**src/rtl/chan_route_pkg.sv**
```systemverilog
// Shared defaults and helpers for the channel-routed FIFO block.
package chan_route_pkg;
    localparam int CR_N_CH  = 4;
    localparam int CR_W     = 8;
    localparam int CR_DEPTH = 4;

    // Address width that never collapses to zero bits.
    function automatic int clog2_min1(input int v);
        return (v <= 2) ? 1 : $clog2(v);
    endfunction
endpackage

```
**src/rtl/chan_route_fifo_fifo.sv**
```systemverilog
// Single-channel synchronous FIFO: extra pointer MSB separates full from empty.
module chan_fifo
    import chan_route_pkg::*;
#(
    parameter int W     = CR_W,
    parameter int DEPTH = CR_DEPTH
) (
    input  logic         clk,
    input  logic         rst_n,
    input  logic         push,
    input  logic         pop,
    input  logic         flush,
    input  logic [W-1:0] din,
    output logic [W-1:0] head_data,
    output logic         empty,
    output logic         full
);
    localparam int AW = clog2_min1(DEPTH);

    logic [AW:0]  wr_ptr, rd_ptr;
    logic [W-1:0] mem [DEPTH];
    logic         do_push, do_pop;

    assign empty     = (wr_ptr == rd_ptr);
    assign full      = (wr_ptr[AW-1:0] == rd_ptr[AW-1:0]) && (wr_ptr[AW] != rd_ptr[AW]);
    // Flush wins over any push or pop landing in the same cycle.
    assign do_push   = push & ~full & ~flush;
    assign do_pop    = pop & ~empty & ~flush;
    assign head_data = mem[rd_ptr[AW-1:0]];

    always_ff @(posedge clk or negedge rst_n) begin
        if (!rst_n) begin
            wr_ptr <= '0;
            rd_ptr <= '0;
        end else if (flush) begin
            wr_ptr <= '0;
            rd_ptr <= '0;
        end else begin
            if (do_push) wr_ptr <= wr_ptr + 1'b1;
            if (do_pop)  rd_ptr <= rd_ptr + 1'b1;
        end
    end

    always_ff @(posedge clk) begin
        if (do_push) mem[wr_ptr[AW-1:0]] <= din;
    end
endmodule

```
**src/rtl/chan_route_fifo.sv**
```systemverilog
// Demux writes into N_CH channel FIFOs, mux reads from the channel picked by out_sel.
// Optional CHAN_ROUTE_FIFO_FLUSH_EN adds a per-channel flush port pair.
module chan_route_fifo
    import chan_route_pkg::*;
#(
    parameter  int N_CH  = CR_N_CH,
    parameter  int W     = CR_W,
    parameter  int DEPTH = CR_DEPTH,
    localparam int SEL_W = $clog2(N_CH)
) (
    input  logic             clk,
    input  logic             rst_n,
    input  logic             en,
`ifdef CHAN_ROUTE_FIFO_FLUSH_EN
    input  logic             flush,
    input  logic [SEL_W-1:0] flush_sel,
`endif
    input  logic             in_valid,
    input  logic [SEL_W-1:0] in_sel,
    input  logic [W-1:0]     in_data,
    output logic             in_ready,
    input  logic [SEL_W-1:0] out_sel,
    output logic             out_valid,
    output logic [W-1:0]     out_data,
    input  logic             out_ready,
    output logic [N_CH-1:0]  empty,
    output logic [N_CH-1:0]  full
);
    localparam logic [SEL_W:0] N_CH_L = (SEL_W+1)'(N_CH);

    logic                     in_ok, out_ok, in_fire, out_fire;
    logic [N_CH-1:0]          push_vec, pop_vec, flush_vec;
    logic [N_CH-1:0][W-1:0]   head_data;

    // Select range check guards non-power-of-2 channel counts.
    assign in_ok     = ({1'b0, in_sel} < N_CH_L);
    assign out_ok    = ({1'b0, out_sel} < N_CH_L);
    assign in_ready  = en & in_ok & ~full[in_sel];
    assign out_valid = en & out_ok & ~empty[out_sel];
    assign in_fire   = in_valid & in_ready;
    assign out_fire  = out_valid & out_ready;
    assign out_data  = out_valid ? head_data[out_sel] : '0;

    for (genvar i = 0; i < N_CH; i++) begin : g_ch
        assign push_vec[i] = in_fire && (in_sel == SEL_W'(i));
        assign pop_vec[i]  = out_fire && (out_sel == SEL_W'(i));
`ifdef CHAN_ROUTE_FIFO_FLUSH_EN
        assign flush_vec[i] = flush && (flush_sel == SEL_W'(i));
`else
        assign flush_vec[i] = 1'b0;
`endif
        chan_fifo #(.W(W), .DEPTH(DEPTH)) u_fifo (
            .clk       (clk),
            .rst_n     (rst_n),
            .push      (push_vec[i]),
            .pop       (pop_vec[i]),
            .flush     (flush_vec[i]),
            .din       (in_data),
            .head_data (head_data[i]),
            .empty     (empty[i]),
            .full      (full[i])
        );
    end
endmodule
```
**config.mk**
```make
export PLATFORM = sky130hd
export DESIGN_NAME = chan_route_fifo
export DESIGN_NICKNAME = d
export VERILOG_FILES = /design/src/rtl/chan_route_pkg.sv /design/src/rtl/chan_route_fifo_fifo.sv /design/src/rtl/chan_route_fifo.sv
export SDC_FILE = /design/constraint.sdc
export NUM_CORES = 1
export LEC_CHECK = 0
export CAP_MARGIN = 20
export CORE_MARGIN = 2
export CORE_UTILIZATION = 45
export DETAILED_ROUTE_END_ITERATION = 7
export PLACE_DENSITY = 0.69
export SLEW_MARGIN = 25
export SYNTH_ARGS = -nofsm -noshare
export SYNTH_HDL_FRONTEND = slang
export SYNTH_SLANG_ARGS = --single-unit
```
**constraint.sdc**
```tcl
create_clock -name clk -period 3.8 [get_ports clk]
set_clock_uncertainty 0.15 [all_clocks]
set_input_delay 0.76 -clock clk [delete_from_list [all_inputs] [get_ports clk]]
set_output_delay 0.76 -clock clk [all_outputs]
set_load 0.02 [all_outputs]
```
After elaboration in Yosys (flattened, before gate mapping):

Memory sizes are Yosys's and may differ from the RTL's.
Cells that the tools add are included.

* $add $sub $neg: 8
* magnitude comparators: 2
* equality and inequality tests: 18
* mux-type cells: 15
* bitwise operators: 22
* reductions and logical operators: 14

Operators with widths (number)
* $add 3x1->3 const B: 8
* $bmux 8 s2: 1
* $mux 8: 2
* $and 1x1->1: 12
* $eq 3x3->1: 4
* $logic_and 1x1->1: 12
* $mux 1: 10
* $not 1->1: 10
* $eq 2x2->1: 4
* $eq 2x2->1 const B: 4
* $lt 2x3->1 const B: 2
* $bmux 1 s2: 2
* $eq 2x1->1 const B: 2
* $logic_not 2->1: 2
* $ne 1x1->1: 4

* register bits: 24
* memory bits (writable): 128
* input bits: 17
* output and inout bits: 18
* logic and storage cells: 91
* memories kept: 4

Memory list
* g_ch[0].u_fifo.mem: words 4, bits a word 8, rd ports 1, clocked after memory_dff 0, wr ports 1, RTL line chan_route_fifo_fifo.sv:21 `logic [W-1:0] mem [DEPTH];`
* g_ch[1].u_fifo.mem: words 4, bits a word 8, rd ports 1, clocked after memory_dff 0, wr ports 1, RTL line chan_route_fifo_fifo.sv:21
* g_ch[2].u_fifo.mem: words 4, bits a word 8, rd ports 1, clocked after memory_dff 0, wr ports 1, RTL line chan_route_fifo_fifo.sv:21
* g_ch[3].u_fifo.mem: words 4, bits a word 8, rd ports 1, clocked after memory_dff 0, wr ports 1, RTL line chan_route_fifo_fifo.sv:21

Longest topological paths before layout:

* depth after elaboration: 11
* depth in mapped cells: 5
* mapped depth without buffers: 4

Hierarchy:

From an unflattened synthesis, not the netlist that was laid out.

* cells, all modules: 464
* area, all modules: 7287.0 µm²

Modules (own cells, without submodules)
* chan_fifo (g_ch[2].u_fifo ...): instances 2, cells an instance 106, area an instance 1719.1 µm², seq. area each 1111.1 µm²
* chan_fifo (g_ch[1].u_fifo): instances 1, cells an instance 106, area an instance 1715.4 µm², seq. area each 1111.1 µm²
* chan_fifo (g_ch[0].u_fifo): instances 1, cells an instance 105, area an instance 1706.6 µm², seq. area each 1111.1 µm²
* chan_route_fifo: instances 1, cells an instance 41, area an instance 426.7 µm², seq. area each 0.0 µm²

Least setup slack after synthesis:

Ideal clock, no wire load.

* kind: in2out
* start point: in out_sel[0]
* end point: out out_data[0]
* arrival time: 1.825 ns
* required time: 2.890 ns
* path slack: 1.065 ns
* stages: 5
* path buffers: 1
* cell sequence: buf_2 -> inv_1 -> nor2_1 -> a22oi_1 -> a22oi_1

* longest elaborated chain between the ends: 5
* elaborated cells between the ends (all ways): 7
* those cells by class: mux: 5; bitwise: 2

Ends and longest elaborated chain
* from (decl): RTL line chan_route_fifo.sv:22 `input logic [SEL_W-1:0] out_sel,`
* $bmux 1 s2: RTL line chan_route_fifo.sv:39 `assign out_valid = en & out_ok & ~empty[out_sel];`
* $mux 1 (not written as such): RTL line chan_route_fifo.sv:39
* $not 1->1: RTL line chan_route_fifo.sv:39
* $and 1x1->1: RTL line chan_route_fifo.sv:39
* $mux 8 *: RTL line chan_route_fifo.sv:42 `assign out_data = out_valid ? head_data[out_sel] : '0;`
* to (decl): RTL line chan_route_fifo.sv:24 `output logic [W-1:0] out_data,`

Mark *: on every way between the ends. The rest lies on a longest branch, timed or not. The select of a mux whose other input is x is not followed.

Worst setup path after layout:

* start point: in out_sel[0]
* end point: out out_data[3]

The elaborated chain is that of the path after synthesis.

==> results.md <==
* Outcome: complete, no violations
* Top cell type by total area after synthesis: edfxtp_1
* GPL Wtd Cong at 0.752
* Root Driver: clkbuf_16
* Dominant cell by count in the synthesized netlist: edfxtp_1
* Placed Area at 7320 µm²
* Worst endpoint data arrival time at 2.75 ns
* Startpoint types: input port
* Worst slew pin tran at 0.598 ns
* Post-Syn Nets at 402
* Starting Density at 46.4%
* Post-DP HPWL at 9040 µm
* Fraction of layout cells with a size suffix above 1 at 17.7%
* ANT cells at 0
* Share of the synthesized area in the top cell type at 56.5%
* Power Dens Cells at 713 nW/µm²
* Tot GR Track Use at 16.8%
* Drt pass-1 iters at 5
* Endpoint type of the worst setup path: output port
* Final Hold Fails at 0
* Worst-skew pair later-pin latency at 0.42 ns
* Unrepaired setup endpoints after global routing: no
* Die height at 127 µm
* Overflow left after global routing at 0
* H-Tree Depth at 4
* Die area at 16100 µm²
* FFs w/ async S/R, synth at 15.8%
* Seq cells post-synth at 152
* Sequential area share after synthesis at 65.4%
* Reg-to-reg slack, setup at 1.47 ns
* Max-slew violation count at 0
* Post-route ant nets at 0
* Synthesis Warnings at 0
* CTS max path bufs at 2
* Via count at 3365
* Top cells by count, synth: 128 x edfxtp_1, 24 x a22oi_1, 24 x dfrtp_1, 20 x ha_1, 18 x mux4_1
* FP Rows at 44
* Min Hold Slack at 0.384 ns
* Avg Vias per Cell at 5.54
* Starting DRT DRC Count at 218
* Final nets at 447
* Rel. slew slack at 60.0%
* Mapped Cells at 365
* Area grow syn2layout at 15.8%
* Fmax at 273 MHz
* Post-Syn Area at 6800 µm²
* Final setup violation count at 0
* First-pass GRT wire length at 19800 µm
* Count of input and output buffers at 34
* Mean post-synth cell area at 18.6 µm²
* Core Footprint at 14600 µm²
* Setup tns final at 0 ns
* Fin crit share at 96.2%
* Max Cap Viol at 0
* Initial antenna violation count at 0
* Final wirelength at 12600 µm
* Number of flops mapped to enable cells by yosys at 128
* Leading post-synthesis cells by cell area: edfxtp_1 57%, dfrtp_1 8.8%, mux4_1 7.0%
* Num CTS Buffers at 17
* Critical path peak fanout at 8
* Ports at 35
* Core Util, Final at 53.8%
* Largest net degree at the start of global routing at 25
* Setup CP Type: input port to output port
* Vias in the first global route at 3449
* Wire per inst at 20.8 µm
* Finished Cell Area at 7870 µm²
* Required @ worst endpoint at 2.89 ns
* Drt drc at 0
* Total Power at 0.00561 W
* Leak pwr at 2.76 nW
* Synth cell types at 36
* CTS Sinks at 152
* CTS clk-pin slew, worst paths at 0.06 ns
* Die width at 127 µm
* Top_reg_cell synth: edfxtp_1
* Min Tclk post-route at 3.66 ns
* Worst hold path type: register to register
* Max VDD drop at 363 µV
* CTS tree: done
==> routing by layer <==
| layer | track usage [%] | vias up | part of all wire (%) | wire length (µm) |
|---|---|---|---|---|
| met5 | 0 | - | 0 | 0 |
| met4 | 6.33 | 0 | 1.6 | 196 |
| met3 | 4.13 | 20 | 4.2 | 527 |
| met2 | 27.2 | 83 | 51 | 6400 |
| met1 | 22.3 | 1729 | 44 | 5510 |
| li1 | - | 1533 | - | - |
==> stage by stage <==
step / worst slack (ns) / instances
after floorplan: 1.07 / 365
final: 0.143 / 607
after CTS: 0.0636 / 607
after global placement: 0.0890 / 575
after global routing: 0.00897 / 607
after detailed placement: 0.0601 / 575
==> flip-flops by register name, summed over array words and instances, names as in the netlist <==
register and cells:
g_ch.u_fifo.mem 128, g_ch.u_fifo.rd_ptr 12, g_ch.u_fifo.wr_ptr 12
==> critical path, stage by stage <==
cell and delay (ns):
clkdlybuf4s50_1 0.59, inv_1 0.13, nor2_1 0.13, buf_4 0.18, a22oi_1 0.08, a22oi_1 0.23, clkdlybuf4s50_1 0.65
==> cells by family (layout without fill, tap and decap cells) <==
group / Yosys count / count (layout) / synth area share (%)
flip-flops: 152 / 152 / 65.4
multiplexers: 36 / 36 / 12.3
AO/OA/AOI/OAI: 40 / 40 / 5.83
AND/OR/NAND/NOR: 52 / 52 / 4.25
adder cells (fa/ha/maj): 20 / 20 / 3.68
buffers and inverters: 33 / 91 / 2.98
XOR/XNOR: 32 / 32 / 5.61
==> report_power, final <==
part / internal, W / switching, W / total (W)
Sequential: 0.00198 / 0.000265 / 0.00224
Clock: 0.000956 / 0.000620 / 0.00158
Combinational: 0.000853 / 0.000938 / 0.00179
==> layout make-up <==
cell class / instances / area (µm²)
Inverter: 12 / 45.0
Clock buffer: 22 / 444
Fill cell: 1164 / 6770
Sequential cell: 152 / 4440
Clock inverter: 10 / 104
Multi-Input combinational cell: 180 / 2150
Timing Repair Buffer: 47 / 453
Tap cell: 184 / 230
==> final timing paths <==
check / start / depth (start not counted) / to
setup / recovery: out_sel[0] / 7 / out_data[3]
hold / removal: g_ch[3].u_fifo.rd_ptr[2]$_DFFE_PN0P_ / 1 / g_ch[3].u_fifo.rd_ptr[2]$_DFFE_PN0P_
setup reg to reg: g_ch[2].u_fifo.rd_ptr[1]$_DFFE_PN0P_ / 3 / g_ch[2].u_fifo.mem[1][7]$_DFFE_PP_
hold reg to reg: g_ch[3].u_fifo.rd_ptr[2]$_DFFE_PN0P_ / 1 / g_ch[3].u_fifo.rd_ptr[2]$_DFFE_PN0P_
max in group asynchronous: rst_n / 2 / g_ch[2].u_fifo.wr_ptr[0]$_DFFE_PN0P_
min in group asynchronous: rst_n / 2 / g_ch[3].u_fifo.rd_ptr[0]$_DFFE_PN0P_
==> repair_timing <==
item,4_1_cts,5_1_grt
hold buffers,0,0
setup endpoints to repair,0,1
setup buffers,0,0
resized for setup,0,1
==> placed cells by master (no fill, tap or decap), drive strengths merged <==
cell / instances
o2111ai: 2
nand4: 4
and2: 17
nor2: 8
dlymetal6s2s: 1
nand2: 14
xor2: 11
nand4b: 1
clkbuf: 22
buf: 13
inv: 12
o21ai: 4
nor3: 1
a21boi: 1
clkinv: 6
ha: 20
nor2b: 1
edfxtp: 128
o311ai: 2
nand3: 5
a31oi: 1
mux4: 32
a311oi: 6
clkdlybuf4s50: 33
nand3b: 1
clkinvlp: 2
xnor2: 21
a22oi: 24
dfrtp: 24
mux2: 4
bufinv: 2
Power figures use the tool's default switching activity.
